[src/rtl/sr_pkg.sv]
`default_nettype none
// ============================================================================
// Module      : sr_pkg
// Description : Shared constants and FSM state type for the SR frequency
//               tracker: omega numerator, nominal harmonic centers, widths.
// Revision    : 1.0 - initial release
// ============================================================================
package sr_pkg;

  // round(2*pi * 2^14): omega numerator for dt = 0.00025 s in Q14
  localparam int K_OMEGA_NUM = 102944;

  // Nominal OMEGA_DT of the first five SR harmonics
  localparam int OMEGA_CENTER_F0 = 196;
  localparam int OMEGA_CENTER_F1 = 354;
  localparam int OMEGA_CENTER_F2 = 514;
  localparam int OMEGA_CENTER_F3 = 643;
  localparam int OMEGA_CENTER_F4 = 823;

  // Divider dividend width and period counter width
  localparam int DIV_BITS = 17;
  localparam int CNT_BITS = 12;

  typedef enum logic [1:0] {
    IDLE    = 2'd0,
    MEASURE = 2'd1,
    DIVIDE  = 2'd2,
    UPDATE  = 2'd3
  } sr_state_t;

endpackage
`default_nettype wire

[src/rtl/sr_period_divider.sv]
`default_nettype none
// ============================================================================
// Module      : sr_period_divider
// Description : 17-bit unsigned restoring divider, one quotient bit per clk.
//               A start pulse loads operands; done pulses one clk after the
//               17th iteration, when the quotient is final.
// Revision    : 1.0 - initial release
// ============================================================================
module sr_period_divider
  import sr_pkg::*;
(
  input  logic                clk,
  input  logic                rst_n,
  input  logic                i_start,
  input  logic [DIV_BITS-1:0] i_dividend,
  input  logic [CNT_BITS-1:0] i_divisor,
  output logic                o_busy,
  output logic                o_done,
  output logic [DIV_BITS-1:0] o_quotient
);

  localparam int               c_ITER_W = $clog2(DIV_BITS + 1);
  localparam logic [c_ITER_W-1:0] c_ITERS = c_ITER_W'(DIV_BITS);

  // The remainder is always below the divisor, so it fits the divisor width;
  // the quotient register doubles as the dividend shift register.
  logic [CNT_BITS-1:0] r_rem;
  logic [DIV_BITS-1:0] r_quo;
  logic [CNT_BITS-1:0] r_div;
  logic [c_ITER_W-1:0] r_iter;
  logic                r_busy;
  logic                r_done;

  logic [CNT_BITS:0]   w_trial;
  logic [CNT_BITS:0]   w_diff;
  logic                w_fits;

  // Trial subtraction for the current quotient bit
  always_comb begin
    w_trial = {r_rem, r_quo[DIV_BITS-1]};
    w_diff  = w_trial - {1'b0, r_div};
    w_fits  = (w_trial >= {1'b0, r_div});
  end

  // Operand load, shift/subtract iterations and completion pulse
  always_ff @(posedge clk or negedge rst_n) begin
    if (!rst_n) begin
      r_rem  <= '0;
      r_quo  <= '0;
      r_div  <= '0;
      r_iter <= '0;
      r_busy <= 1'b0;
      r_done <= 1'b0;
    end else begin
      r_done <= 1'b0;
      if (i_start) begin
        r_rem  <= '0;
        r_quo  <= i_dividend;
        r_div  <= i_divisor;
        r_iter <= c_ITERS;
        r_busy <= 1'b1;
      end else if (r_busy) begin
        r_rem  <= w_fits ? w_diff[CNT_BITS-1:0] : w_trial[CNT_BITS-1:0];
        r_quo  <= {r_quo[DIV_BITS-2:0], w_fits};
        r_iter <= r_iter - 1'b1;
        if (r_iter == c_ITER_W'(1)) begin
          r_busy <= 1'b0;
          r_done <= 1'b1;
        end
      end
    end
  end

  assign o_busy     = r_busy;
  assign o_done     = r_done;
  assign o_quotient = r_quo;

endmodule
`default_nettype wire

[src/rtl/sr_frequency_tracker.sv]
`default_nettype none
// ============================================================================
// Module      : sr_frequency_tracker
// Description : Measures the period of a sampled oscillator between rising
//               zero crossings and recovers its OMEGA_DT (Q14) as K / N,
//               with offset from the nominal center and a lock indication.
//               Optional macro SR_TRACK_IIR_EN: first-order smoothing of the
//               recovered omega (shift ALPHA_SHIFT); undefined = raw quotient.
// Revision    : 1.0 - initial release
// ============================================================================
module sr_frequency_tracker
  import sr_pkg::*;
#(
  parameter int WIDTH        = 18,
  parameter int FRAC         = 14,
  parameter int OMEGA_CENTER = 196,
  parameter int MIN_PERIOD   = 100,
  parameter int MAX_PERIOD   = 1000,
  parameter int LOCK_COUNT   = 4,
  parameter int ALPHA_SHIFT  = 3
) (
  input  logic                    clk,
  input  logic                    rst_n,
  input  logic                    clk_en,
  input  logic signed [WIDTH-1:0] sample_in,
  output logic signed [WIDTH-1:0] omega_dt,
  output logic signed [WIDTH-1:0] drift_offset,
  output logic                    est_valid,
  output logic                    locked,
  output logic                    overrun
);

  localparam logic [CNT_BITS-1:0]     c_MIN_P    = CNT_BITS'(MIN_PERIOD);
  localparam logic [CNT_BITS-1:0]     c_MAX_P    = CNT_BITS'(MAX_PERIOD);
  localparam logic [CNT_BITS-1:0]     c_CNT_SAT  = CNT_BITS'(MAX_PERIOD + 1);
  localparam logic [DIV_BITS-1:0]     c_K        = DIV_BITS'(K_OMEGA_NUM);
  localparam logic signed [WIDTH-1:0] c_CENTER   = WIDTH'(OMEGA_CENTER);
  localparam int                      c_STREAK_W = $clog2(LOCK_COUNT + 1);
  localparam logic [c_STREAK_W-1:0]   c_LOCK_N   = c_STREAK_W'(LOCK_COUNT);

  sr_state_t r_state;
  sr_state_t w_state_next;

  logic signed [WIDTH-1:0] r_prev_sample;
  logic [CNT_BITS-1:0]     r_count;
  logic [c_STREAK_W-1:0]   r_streak;
  logic [c_STREAK_W-1:0]   w_streak_inc;
  logic signed [WIDTH-1:0] r_omega;
  logic signed [WIDTH-1:0] r_drift;
  logic                    r_est_valid;
  logic                    r_locked;
  logic                    r_overrun;

  logic                    w_crossing;
  logic                    w_in_range;
  logic                    w_timeout;
  logic                    w_div_start;
  logic                    w_div_busy;
  logic                    w_div_done;
  logic [DIV_BITS-1:0]     w_quotient;
  logic signed [WIDTH-1:0] w_q;
  logic signed [WIDTH-1:0] w_omega_next;

  logic                    w_overrun_set;
  logic                    w_streak_clr;
  logic                    w_do_update;
  logic                    w_to_idle;

  // Rising zero crossing, qualified by the sample strobe
  always_comb begin
    w_crossing = clk_en && (r_prev_sample < 0) && (sample_in >= 0);
    w_in_range = (r_count >= c_MIN_P) && (r_count <= c_MAX_P);
    w_timeout  = (r_count == c_CNT_SAT);
  end

  // FSM state register
  always_ff @(posedge clk or negedge rst_n) begin
    if (!rst_n) begin
      r_state <= IDLE;
    end else begin
      r_state <= w_state_next;
    end
  end

  // FSM next state and per-state control strobes
  always_comb begin
    w_state_next  = r_state;
    w_div_start   = 1'b0;
    w_overrun_set = 1'b0;
    w_streak_clr  = 1'b0;
    w_do_update   = 1'b0;
    w_to_idle     = 1'b0;
    case (r_state)
      IDLE: begin
        if (w_crossing) begin
          w_state_next = MEASURE;
        end
      end
      MEASURE: begin
        if (w_crossing) begin
          if (w_in_range && !w_div_busy) begin
            w_div_start  = 1'b1;
            w_state_next = DIVIDE;
          end else begin
            w_streak_clr = 1'b1;
          end
        end else if (w_timeout) begin
          w_streak_clr = 1'b1;
          w_to_idle    = 1'b1;
          w_state_next = IDLE;
        end
      end
      DIVIDE: begin
        if (w_crossing) begin
          w_overrun_set = 1'b1;
        end
        if (w_div_done) begin
          w_state_next = UPDATE;
        end
      end
      UPDATE: begin
        w_do_update  = 1'b1;
        w_state_next = MEASURE;
      end
      default: begin
        w_state_next = IDLE;
      end
    endcase
  end

  // The current count is the period: the crossing sample itself was sample 1
  sr_period_divider u_divider (
    .clk        (clk),
    .rst_n      (rst_n),
    .i_start    (w_div_start),
    .i_dividend (c_K),
    .i_divisor  (r_count),
    .o_busy     (w_div_busy),
    .o_done     (w_div_done),
    .o_quotient (w_quotient)
  );

  assign w_q = WIDTH'(w_quotient);

`ifdef SR_TRACK_IIR_EN
  logic                    r_first;
  logic signed [WIDTH:0]   w_diff;
  logic signed [WIDTH:0]   w_sum;

  // Smoothed omega; the first estimate after IDLE seeds the filter directly
  always_comb begin
    w_diff       = (WIDTH+1)'(w_q) - (WIDTH+1)'(r_omega);
    w_sum        = (WIDTH+1)'(r_omega) + (w_diff >>> ALPHA_SHIFT);
    w_omega_next = r_first ? w_q : w_sum[WIDTH-1:0];
  end

  // Seed flag: set after reset or timeout, cleared by the first update
  always_ff @(posedge clk or negedge rst_n) begin
    if (!rst_n) begin
      r_first <= 1'b1;
    end else if (w_to_idle) begin
      r_first <= 1'b1;
    end else if (w_do_update) begin
      r_first <= 1'b0;
    end
  end
`else
  // Raw quotient is the estimate
  always_comb begin
    w_omega_next = w_q;
  end
`endif

  // Lock streak increment, saturating at the lock threshold
  always_comb begin
    w_streak_inc = (r_streak == c_LOCK_N) ? r_streak : r_streak + 1'b1;
  end

  // Sample history and period counter, advanced only on the sample strobe
  always_ff @(posedge clk or negedge rst_n) begin
    if (!rst_n) begin
      r_prev_sample <= '0;
      r_count       <= '0;
    end else if (clk_en) begin
      r_prev_sample <= sample_in;
      if (w_crossing) begin
        r_count <= CNT_BITS'(1);
      end else if (r_count != c_CNT_SAT) begin
        r_count <= r_count + 1'b1;
      end
    end
  end

  // Estimate outputs, lock tracking and sticky overrun
  always_ff @(posedge clk or negedge rst_n) begin
    if (!rst_n) begin
      r_omega     <= c_CENTER;
      r_drift     <= '0;
      r_est_valid <= 1'b0;
      r_streak    <= '0;
      r_locked    <= 1'b0;
      r_overrun   <= 1'b0;
    end else begin
      r_est_valid <= w_do_update;
      if (w_overrun_set) begin
        r_overrun <= 1'b1;
      end
      if (w_streak_clr) begin
        r_streak <= '0;
        r_locked <= 1'b0;
      end else if (w_do_update) begin
        r_streak <= w_streak_inc;
        r_locked <= (w_streak_inc == c_LOCK_N);
      end
      if (w_do_update) begin
        r_omega <= w_omega_next;
        r_drift <= w_omega_next - c_CENTER;
      end
    end
  end

  assign omega_dt     = r_omega;
  assign drift_offset = r_drift;
  assign est_valid    = r_est_valid;
  assign locked       = r_locked;
  assign overrun      = r_overrun;

endmodule
`default_nettype wire

[config.mk]
export PLATFORM = sky130hd
export DESIGN_NAME = sr_frequency_tracker
export DESIGN_NICKNAME = d
export VERILOG_FILES = /design/src/rtl/sr_pkg.sv /design/src/rtl/sr_period_divider.sv /design/src/rtl/sr_frequency_tracker.sv
export SDC_FILE = /design/constraint.sdc
export NUM_CORES = 1
export LEC_CHECK = 0
export ABC_CLOCK_PERIOD_IN_PS = 2830
export BUFFER_PORTS_ARGS = -buffer_cell sky130_fd_sc_hd__buf_2
export CORE_AREA = 10 10 108 110
export DETAILED_ROUTE_END_ITERATION = 16
export DIE_AREA = 0 0 118 120
export GPL_ROUTABILITY_DRIVEN = 1
export MAX_ROUTING_LAYER = met4
export PLACE_DENSITY = 0.77
export SYNTH_ARGS = -nofsm -noshare
export SYNTH_HDL_FRONTEND = slang
export SYNTH_SLANG_ARGS = --single-unit
[constraint.sdc]
create_clock -name clk -period 2.83 [get_ports clk]
set_input_delay 0.1415 -clock clk [delete_from_list [all_inputs] [get_ports clk]]
set_output_delay 0.1415 -clock clk [all_outputs]
set_load 0.005 [all_outputs]
==> impl_results.md, run 1 <==
- Detailed placer's ending HPWL: 7.74 mm
- Tot GR Track Use: 16.0%
- Post-Synthesis Net Count: 593
- Setup TNS: 0 ns
- Critical path arrival: 2.75 ns
- Number of global-route vias before repair: 3,798
- Ys async rst share: 100%
- Most instantiated library cell after synthesis: dfrtp_1
- Crit. End Element: register
- Post-synth top cells: dfrtp_1 (99), nand2_1 (78), nor2_1 (45), o21ai_0 (33), inv_1 (30)
- Clock sink total: 102
- Setup slack after layout: 0.317 ns
- Routability cong.: 0.878
- Remaining antenna violation count after routing: 0
- Final Hold Fails: 0
- Peak Freq: 398 MHz
- Post-synthesis register bit count: 102
- Post-route DRC violation count: 0
- Die span in x: 118 um
- Post-CTS resize count: 0
- Area fraction of the dominant cell type after synthesis: 46.2%
- DR vias: 3,928
- Status: finished, final reports clean
- DRT Pass-1 Iters: 4
- Post-place setup slack: 0.394 ns
- Slowest library cell on the worst path: dfrtp_1
- Crit-path max cell delay: 0.41 ns
- Post-synthesis adder-cell area fraction: 6.21%
- Pwr Density: 637 nW/um^2
- DRT Wirelength: 10.8 mm
- Post-synthesis xor/xnor area fraction: 5.55%
- Clock transition at path regs: 0.11 ns
- WP data required: 3.07 ns
- First-pass GRT wire length: 18.7 mm
- Filler instances: 807
- Leakage power: 0.00272 uW
- Root buffer cell: clkbuf_8
- Core area: 9550 um^2
- Mean Syn Cell Area: 9.82 um^2
- Starting Density: 56.1%
- Final #Nets: 626
- Dominant synthesized flop cell: dfrtp_1
- Class of the worst hold path: in -> reg
- Top post-synthesis cells by area: dfrtp_1 (46%), ha_1 (5.8%), nand2_1 (5.5%)
- Synth Warn #: 0
- Max FO, Critical Path: 8
- Post-synthesis simple-gate area fraction: 15.7%
- Worst-Margin Slew: 0.981 ns
- Antenna violations before repair: 0
- Die Span Y: 120 um
- I/O pin count: 60
- Final worst-path cycle share: 88.8%
- Min Hold Slack: 0.0410 ns
- Layout cells sized above 1: 17.3%
- Hold-fix buffers, CTS: 1
- RSZ-0062 raised after global routing: no
- Min cycle time layout: 2.51 ns
- Final Skew: 0.0133 ns
- I/O Buffers: 41
- Largest net degree at the start of global routing: 82
- Post-CTS Setup Bufs: 0
- # setup viols final: 0
- H-tree depth: 3
- Combinational family with the most area after synthesis: simple AND/OR/NAND/NOR gates
- Mapped Cells: 546
- Clock Path Buffers: 2
- Clk_lat worst skew: 0.37 ns
- N_diodes: 0
- Proportion of synthesized area in mux cells: 6.74%
- Post-synthesis sequential area ratio: 47.7%
- 1st-iter DRT viols: 248
- Synthesized cell area: 5360 um^2
- Crit Path Category: reg -> reg
- Num CTS Buffers: 9
- Vias per inst: 5.48
- Sequential cell area: 2560 um^2
- Yosys top cell by area: dfrtp_1
- Peak supply drop: 0.346 mV
- Avg WL per Cell: 15.1 um
- Number of max-cap violations: 0
- CTS tree: yes
- Distinct cells, synth: 64
- # rows: 36
- Element type at the critical path start: register
- EDFF count, synth: 0
- Multi-input gate area: 2540 um^2
- GRT overflow: 0
- Slew Viols, Final: 0
- Synth Area in Compound Gates: 13.0%
- Cells along the critical path: ha_1 -> a21o_1 -> a31oi_1 -> a211oi_2 -> o31ai_4 -> buf_4 -> mux2i_1 -> o22ai_1
- Area growth syn-to-layout: 9.22%
- Max transition margin: 34.6%
- Die ar.: 14,200 um^2
-- power breakdown --
group | switching [uW] | internal, uW
sequential | 184 | 1750
clock | 518 | 356
combinational | 443 | 478
total | 1140 | 2590
-- path summary, 6_finish.rpt --
check                                               start                             end  slack [ns]  cells past startpoint
setup / recovery           u_divider.r_rem[3]$_DFFE_PN0P_  u_divider.r_rem[3]$_DFFE_PN0P_        0.32                      8
hold / removal                              sample_in[17]   r_prev_sample[17]$_DFFE_PN0P_        0.04                      2
min in group asynchronous                           rst_n             est_valid$_DFF_PN0_        0.47                      2
hold reg to reg                       overrun$_DFFE_PN0P_             overrun$_DFFE_PN0P_        0.47                      1
setup reg to reg           u_divider.r_rem[3]$_DFFE_PN0P_  u_divider.r_rem[3]$_DFFE_PN0P_        0.32                      8
max in group asynchronous                           rst_n          r_count[5]$_DFFE_PN0P_        1.60                      3
-- critical path: cells and delay by family, from the launching register on --
| kind | cells | cell delay (ns) |
|---|---|---|
| muxes | 1 | 0.23 |
| DFF | 1 | 0.41 |
| buffers and inverters | 1 | 0.24 |
| AOI/OAI and AO/OA | 5 | 1.17 |
| adders and majority gates | 1 | 0.35 |
-- state kept, by name (all words and copies together) (netlist names) --
register              cells
omega_dt                 15
r_streak                  3
u_divider.o_busy          1
u_divider.r_div          12
u_divider.o_done          1
locked                    1
drift_offset             18
u_divider.o_quotient     17
est_valid                 1
r_state                   2
overrun                   1
u_divider.r_iter          5
r_prev_sample             1
r_count                  12
u_divider.r_rem          12
-- metal layers --
| layer | vias up | part of all wire [%] | track usage [%] |
|---|---|---|---|
| met3 | 14 | 4.2 | 3.05 |
| met4 | 0 | 1.7 | 5.33 |
| li1 | 1936 | - | - |
| met5 | - | 0 | - |
| met1 | 1909 | 46 | 19.8 |
| met2 | 69 | 48 | 25.8 |
-- cell families after synthesis --
family,count (synthesis)
AND/OR/NAND/NOR,183
AO/OA/AOI/OAI,106
flip-flops,102
buffers and inverters,61
XOR/XNOR,34
multiplexers,33
adder cells (fa/ha/maj),26
other,1
-- stage by stage --
step           instances  cell area (um^2)  power, uW  util [%]
3_3_place_gp         700              5660       2860      59.3
4_1_cts              717              5860       3780      61.3
5_1_grt              717              5860       3990      61.3
3_5_place_dp         700              5660       2910      59.3
6_report             717              5860       3730      61.3
2_1_floorplan        546              5360       2520         -
-- final cells by class --
type,count,area share [%]
clock buffer,11,2.41
clock inverter,5,0.726
inverter,30,1.92
multi-input combinational,383,43.3
sequential,102,43.7
tap,133,2.84
timing repair buffer,53,5.13
-- cells in the final DEF, fill, tap and decap left out, types with 2 or more instances in the layout --
| cell type | instances |
|---|---|
| nand2b_1 | 7 |
| nand4_1 | 5 |
| ha_1 | 24 |
| nor2_1 | 45 |
| a21o_1 | 5 |
| a32oi_1 | 2 |
| a211oi_1 | 2 |
| mux2_2 | 24 |
| a21oi_1 | 24 |
| buf_2 | 40 |
| a31oi_1 | 4 |
| nor4b_1 | 2 |
| a211o_1 | 3 |
| xnor2_1 | 19 |
| o31ai_1 | 5 |
| o211ai_1 | 3 |
| nor4_1 | 5 |
| o21ai_0 | 33 |
| buf_4 | 12 |
| clkbuf_8 | 10 |
| clkinv_4 | 2 |
| nand3_1 | 12 |
| dfrtp_1 | 99 |
| mux2i_1 | 8 |
| and3_1 | 5 |
| xor2_1 | 15 |
| nor2b_1 | 6 |
| o41ai_1 | 2 |
| o311a_1 | 2 |
| o22ai_1 | 6 |
| nand2_1 | 78 |
| inv_1 | 30 |
| nor3_1 | 7 |
| dfstp_2 | 3 |
Power figures use the tool's default switching activity.
==> run 2, diff against run 1 <==
ABC_AREA = 1   (was default)
ABC_CLOCK_PERIOD_IN_PS = 3100   (was 2830)
CORE_AREA = 10 10 110 112   (was 10 10 108 110)
DIE_AREA = 0 0 120 122   (was 0 0 118 120)
PLACE_DENSITY = 0.78   (was 0.77)
clock period = 3.1 ns   (was 2.83 ns; I/O delays follow)
==> run 2 against run 1 <==
Wire length grew 12%. Clock skew shrank 0.0012 ns. Sequential share of layout area is 1.8 points lower. Critical path depth rose by 3. Global-route usage rose by 1.8 points. Power rose by 53%. First-iteration DRC count up 50%. Via count up 20%. Sequential power grew 14%. Sequential cell count unchanged. Fmax rose by 13%. Clock-buffer cell count decreased by 1. Largest cell class unchanged.
==> impl_results.md, run 2 <==
- DR vias: 4,722
- H-tree depth: 3
- Clock transition at path regs: 0.10 ns
- Final Hold Fails: 0
- CP bufs+invs: 2
- Tot GR Track Use: 17.8%
- Max FO, Critical Path: 13
- Detailed placer's ending HPWL: 8.72 mm
- Final #Nets: 788
- 1st-iter DRT viols: 371
- Post-Synthesis Net Count: 751
- Element type at the critical path start: register
- N_diodes: 0
- Largest register FFs: 18
- RSZ-0062 raised after global routing: no
- Max transition margin: 55.7%
- Clk_lat worst skew: 0.39 ns
- Most instantiated library cell after synthesis: nand2_1
- # rows: 37
- Setup TNS: 0 ns
- Post-route DRC violation count: 0
- Min Hold Slack: 0.0522 ns
- Class of the worst hold path: in -> reg
- Clock sink total: 102
- Area fraction of the dominant cell type after synthesis: 43.9%
- Slew Viols, Final: 0
- Synthesized cell area: 5640 um^2
- Num CTS Buffers: 9
- Post-synth top cells: nand2_1 (197), dfrtp_1 (99), inv_1 (93), nand3_1 (59), nor2_1 (41)
- Antenna violations before repair: 0
- Crit-path max cell delay: 0.41 ns
- WP data required: 3.37 ns
- Mean Syn Cell Area: 8.01 um^2
- Peak Freq: 452 MHz
- Root buffer cell: clkbuf_8
- Cell Area, Placed: 5910 um^2
- DRT Wirelength: 12.1 mm
- Crit-path leading delay family: simple AND/OR/NAND/NOR gates
- EDFF count, synth: 0
- Min cycle time layout: 2.21 ns
- Post-CTS Setup Bufs: 0
- Yosys top cell by area: dfrtp_1
- Mapped Cells: 704
- Most frequent CP cell: nand2_1
- Remaining antenna violation count after routing: 0
- Die span in x: 120 um
- CTS tree: yes
- Most common cell after layout, fill and taps aside: nand2_1
- # setup viols final: 0
- Top post-synthesis cells by area: dfrtp_1 (44%), nand2_1 (13%), inv_1 (6.2%)
- I/O Buffers: 41
- Sequential cell area: 2560 um^2
- Crit Path Category: reg -> reg
- Distinct cells, synth: 46
- Commonest cells after routing, fill and taps aside: nand2_1 (197), dfrtp_1 (99), inv_1 (93), nand3_1 (59), nor2_1 (41)
- Dominant synthesized flop cell: dfrtp_1
- Clock Path Buffers: 2
- Number of global-route vias before repair: 4,645
- Core area: 10,000 um^2
- Die Span Y: 122 um
- Critical path arrival: 2.48 ns
- I/O pin count: 60
- First-pass GRT wire length: 21.1 mm
- Die ar.: 14,600 um^2
- Starting Density: 56.2%
- Largest net degree at the start of global routing: 49
- Pwr Density: 934 nW/um^2
- Post-synthesis register bit count: 102
- Worst-Margin Slew: 0.665 ns
- GRT overflow: 0
- Status: finished, final reports clean
- Avg WL per Cell: 13.7 um
- Final Skew: 0.0121 ns
- Cells along the critical path: ha_1 -> nand2_1 -> nor2_1 -> inv_1 -> nor2_1 -> nand2_1 -> buf_4 -> nand3_2 -> nand3_1 -> nand3_1 -> nand2_1
- Synth Warn #: 0
- Final Instance Count excl. Fillers: 882
- Routability cong.: 0.933
- Slowest library cell on the worst path: dfrtp_1
- Multi-input gate area: 2530 um^2
- Layout cells sized above 1: 12.9%
- Vias per inst: 5.35
- Post-synthesis sequential area ratio: 45.3%
- Final worst-path cycle share: 71.4%
- Crit. End Element: register
- Number of max-cap violations: 0
- Filler instances: 891
- Leakage power: 0.00314 uW
- Peak supply drop: 0.427 mV
- Area growth syn-to-layout: 8.32%
- Ys async rst share: 100%
- Finished Cell Area: 6110 um^2
- DRT Pass-1 Iters: 5
- Placed cells: 865
[run 2: timing repair]
action                     in CTS  in global routing
hold endpoints to repair       46                  0
setup endpoints to repair       0                  0
hold buffers                    1                  0
gates resized for setup         0                  0
[run 2: final timing paths]
check	from	endpoint	slack [ns]	cells after the start
min in group asynchronous	rst_n	r_streak[0]$_DFFE_PN0P_	0.32	2
setup reg to reg	u_divider.r_rem[6]$_DFFE_PN0P_	u_divider.r_rem[9]$_DFFE_PN0P_	0.89	11
max in group asynchronous	rst_n	omega_dt[7]$_DFFE_PN1P_	1.89	3
hold reg to reg	omega_dt[6]$_DFFE_PN1P_	omega_dt[6]$_DFFE_PN1P_	0.47	2
setup / recovery	u_divider.r_rem[6]$_DFFE_PN0P_	u_divider.r_rem[9]$_DFFE_PN0P_	0.89	11
hold / removal	sample_in[17]	r_prev_sample[17]$_DFFE_PN0P_	0.05	2
[run 2: cells by family (layout without fill, tap and decap cells)]
group / count (synthesis) / after routing / share of synthesized area (%)
adder cells (fa/ha/maj): 26 / 26 / 5.90
AO/OA/AOI/OAI: 87 / 87 / 9.31
multiplexers: 1 / 1 / 0.200
flip-flops: 102 / 102 / 45.3
AND/OR/NAND/NOR: 354 / 354 / 28.0
buffers and inverters: 124 / 166 / 9.80
XOR/XNOR: 9 / 9 / 1.40
other: 1 / 1 / 0.0665
[run 2: layer usage]
| metal | wire length, um | GRT usage (%) | vias up |
|---|---|---|---|
| met3 | 694 | 3.47 | 16 |
| met4 | 160 | 6.56 | 0 |
| li1 | - | - | 2370 |
| met2 | 5770 | 28.4 | 120 |
| met5 | 0 | - | - |
| met1 | 5490 | 22.1 | 2216 |
[run 2: area by class of cell]
type                       instances  area share [%]
sequential                       102            41.8
clock buffer                      10            2.25
multi-input combinational        478            41.4
tap                              136            2.78
clock inverter                     6           0.942
timing repair buffer              51            4.67
inverter                          99            6.08
[run 2: metrics by stage]
stage / setup WS [ns] / power (uW) / utilization [%]
global route: 0.674 / 6270 / 60.8
global placement: 0.965 / 4760 / 58.8
finish: 0.886 / 5710 / 60.8
floorplan: 1.38 / 4150 / -
CTS: 0.886 / 5740 / 60.8
detailed placement: 0.905 / 4880 / 58.8
[run 2: where the power goes]
part | switching, uW | total, uW | internal (uW)
Clock | 506 | 842 | 336
Sequential | 367 | 2210 | 1840
Combinational | 1640 | 2660 | 1020
==> run 3, diff against run 2 <==
ABC_AREA = 0   (was 1)
ABC_CLOCK_PERIOD_IN_PS = 1950   (was 3100)
CORE_AREA = 10 10 112 114   (was 10 10 110 112)
DIE_AREA = 0 0 122 124   (was 0 0 120 122)
PLACE_DENSITY = 0.75   (was 0.78)
clock period = 1.95 ns   (was 3.1 ns; I/O delays follow)
==> run 3 against run 2 <==
The flow now finishes with violations (setup timing). Clock skew is 0.0034 ns lower. Combinational power is 39% lower. Clock-buffer cell count is 1 lower. Utilization is 7.4 points higher. Cell area is 14% higher. Sequential power is 26% higher. Sequential share of layout area is 5.2 points lower. Register-to-register slack worse by 1.2 ns. Final cell count is 8.8% lower. Critical path type unchanged. Highest routed layer unchanged.
==> impl_results.md, run 3 (same netlist as run 1, synthesis figures left out) <==
- Status: complete, but fails checks
- Failing checks: setup timing
- GRT overflow: 0
- Final worst-path cycle share: 115%
- Pwr Density: 872 nW/um^2
- Routability cong.: 0.901
- Tot GR Track Use: 18.3%
- Crit. End Element: register
- HP Start: clk_en
- Core area: 10,200 um^2
- Slew Viols, Final: 0
- Num CTS Buffers: 9
- Largest register FFs: 18
- Class of the worst hold path: in -> reg
- Final Skew: 0.00872 ns
- Setup slack after layout: -0.286 ns
- Number of max-cap violations: 0
- Crit Path Category: reg -> reg
- H-tree depth: 3
- Remaining antenna violation count after routing: 0
- Peak supply drop: 0.508 mV
- First-pass GRT wire length: 22.1 mm
- Antenna violations before repair: 0
- Final Hold Fails: 0
- Endpoint of the worst hold path: r_prev_sample[17]$_DFFE_PN0P_
- Largest net degree at the start of global routing: 51
- Avg WL per Cell: 16.6 um
- Area growth syn-to-layout: 30.3%
- R2R Path End: u_divider.r_rem[6]$_DFFE_PN0P_
- Setup TNS: -3.71 ns
- Fin util: 68.3%
- Clock sink total: 102
- DRT Wirelength: 13.4 mm
- Min cycle time layout: 2.24 ns
- Reg2Reg Setup Slack: -0.29 ns
- Internal cell power: 4250 uW
- Post-route DRC violation count: 0
- N_diodes: 0
- Clock transition at path regs: 0.11 ns
- Layout cells sized above 1: 35.0%
- Seq pwr share: 45.5%
- Cell Area, Placed: 6260 um^2
- Leakage power: 0.00329 uW
- Detailed placer's ending HPWL: 9.01 mm
- Max FO, Critical Path: 8
- # rows: 37
- DR vias: 4,409
- Vias per inst: 5.48
- 1st-iter DRT viols: 268
- I/O Buffers: 41
- Reg-to-reg startpoint: u_divider.r_div[8]$_DFFE_PN0P_
- Commonest cells after routing, fill and taps aside: dfrtp_1 (99), buf_4 (85), nand2_1 (78), nor2_1 (43), buf_2 (40)
- # setup viols final: 26
- WP data required: 2.21 ns
- Sw Ratio: 30.2%
- PnR Total Power: 6090 uW
- Element type at the critical path start: register
- Root buffer cell: clkbuf_8
- DRT Pass-1 Iters: 5
- RSZ-0062 raised after global routing: yes
- Die span in x: 122 um
- CTS tree: yes
- Most common cell after layout, fill and taps aside: dfrtp_1
- Sw power: 1840 uW
- Part of the power in combinational logic: 26.8%
- Finished Cell Area: 6990 um^2
- Number of global-route vias before repair: 4,508
- I/O pin count: 60
- Die Span Y: 124 um
- Peak Freq: 447 MHz
- Critical path arrival: 2.50 ns
- Clock share of power: 27.6%
- Clk_lat worst skew: 0.38 ns
- R2R cell count: 9
- Min Hold Slack: 0.0814 ns
- Final #Nets: 710
- Die ar.: 15,100 um^2
- Starting Density: 52.4%
- Clock Path Buffers: 2
- Hold path depth: 2
==> run 3: changes by cell type in the layout (fill, tap and decap cells not counted), sizes merged, moves of 10 or more <==
cell / before / now
nand2: 201 / 78
buf: 50 / 135
inv: 103 / 33
nand3: 61 / 12
nand4: 33 / 5
mux2: 1 / 25
a21oi: 9 / 24
xnor2: 4 / 19
o21ai: 45 / 34
xor2: 5 / 15
==> run 3: area by class of cell <==
cell class / instances / area, um^2
clock buffers: 9 / 124
clock inverters: 7 / 128
fillers: 745 / 3250
inverters: 30 / 113
multi-input cells: 383 / 2910
flip-flops and latches: 102 / 2560
well taps: 136 / 170
repair buffers: 137 / 988
==> run 3: power by group through the flow <==
stage	clock network (uW)	registers, uW	logic (uW)
2_1_floorplan	0	2830	835
5_1_grt	1780	2830	1800
4_1_cts	1700	2780	1550
6_report	1680	2780	1630
3_5_place_dp	0	2820	1520
3_3_place_gp	0	2790	1450
==> run 3: worst max-delay path: stages, from the launching register on <==
cell     delay, ns
dfrtp_1       0.40
inv_2         0.10
ha_4          0.22
a21oi_2       0.16
o311a_1       0.20
o21ai_2       0.08
o31ai_4       0.41
buf_6         0.22
mux2i_2       0.23
o22ai_1       0.10
==> run 3: worst max-delay path by stage <==
stage          cells after the start                      startpoint                               to  slack, ns
2_1_floorplan                      9  u_divider.r_rem[5]$_DFFE_PN0P_   u_divider.r_rem[3]$_DFFE_PN0P_      -0.20
3_3_place_gp                       7  u_divider.r_rem[5]$_DFFE_PN0P_   u_divider.r_rem[2]$_DFFE_PN0P_      -0.44
3_5_place_dp                       7  u_divider.r_rem[5]$_DFFE_PN0P_   u_divider.r_rem[2]$_DFFE_PN0P_      -0.44
4_1_cts                            8  u_divider.r_rem[7]$_DFFE_PN0P_  u_divider.r_rem[11]$_DFFE_PN0P_      -0.24
5_1_grt                            9  u_divider.r_div[8]$_DFFE_PN0P_   u_divider.r_rem[6]$_DFFE_PN0P_      -0.35
6_report                           9  u_divider.r_div[8]$_DFFE_PN0P_   u_divider.r_rem[6]$_DFFE_PN0P_      -0.29
==> run 3: metrics by stage <==
stage | worst slack [ns] | cells
floorplan | -0.201 | 546
global placement | -0.436 | 773
detailed placement | -0.437 | 773
CTS | -0.237 | 796
global route | -0.349 | 804
finish | -0.286 | 804
==> run 3: per-layer routing <==
| metal | vias to the layer above | GRT usage [%] | share of wire (%) |
|---|---|---|---|
| met3 | 26 | 3.98 | 4.1 |
| li1 | 2107 | - | - |
| met2 | 82 | 30.5 | 50 |
| met4 | 0 | 6.11 | 2.3 |
| met5 | - | - | 0 |
| met1 | 2194 | 21.7 | 44 |
==> run 3: what timing repair did <==
item / in CTS / in global routing
hold endpoints to repair: 33 / 0
pin swaps: 11 / 27
hold buffers: 2 / 0
endpoints found under the setup margin: 26 / 47
setup buffers: 5 / 8
gates resized for setup: 34 / 35
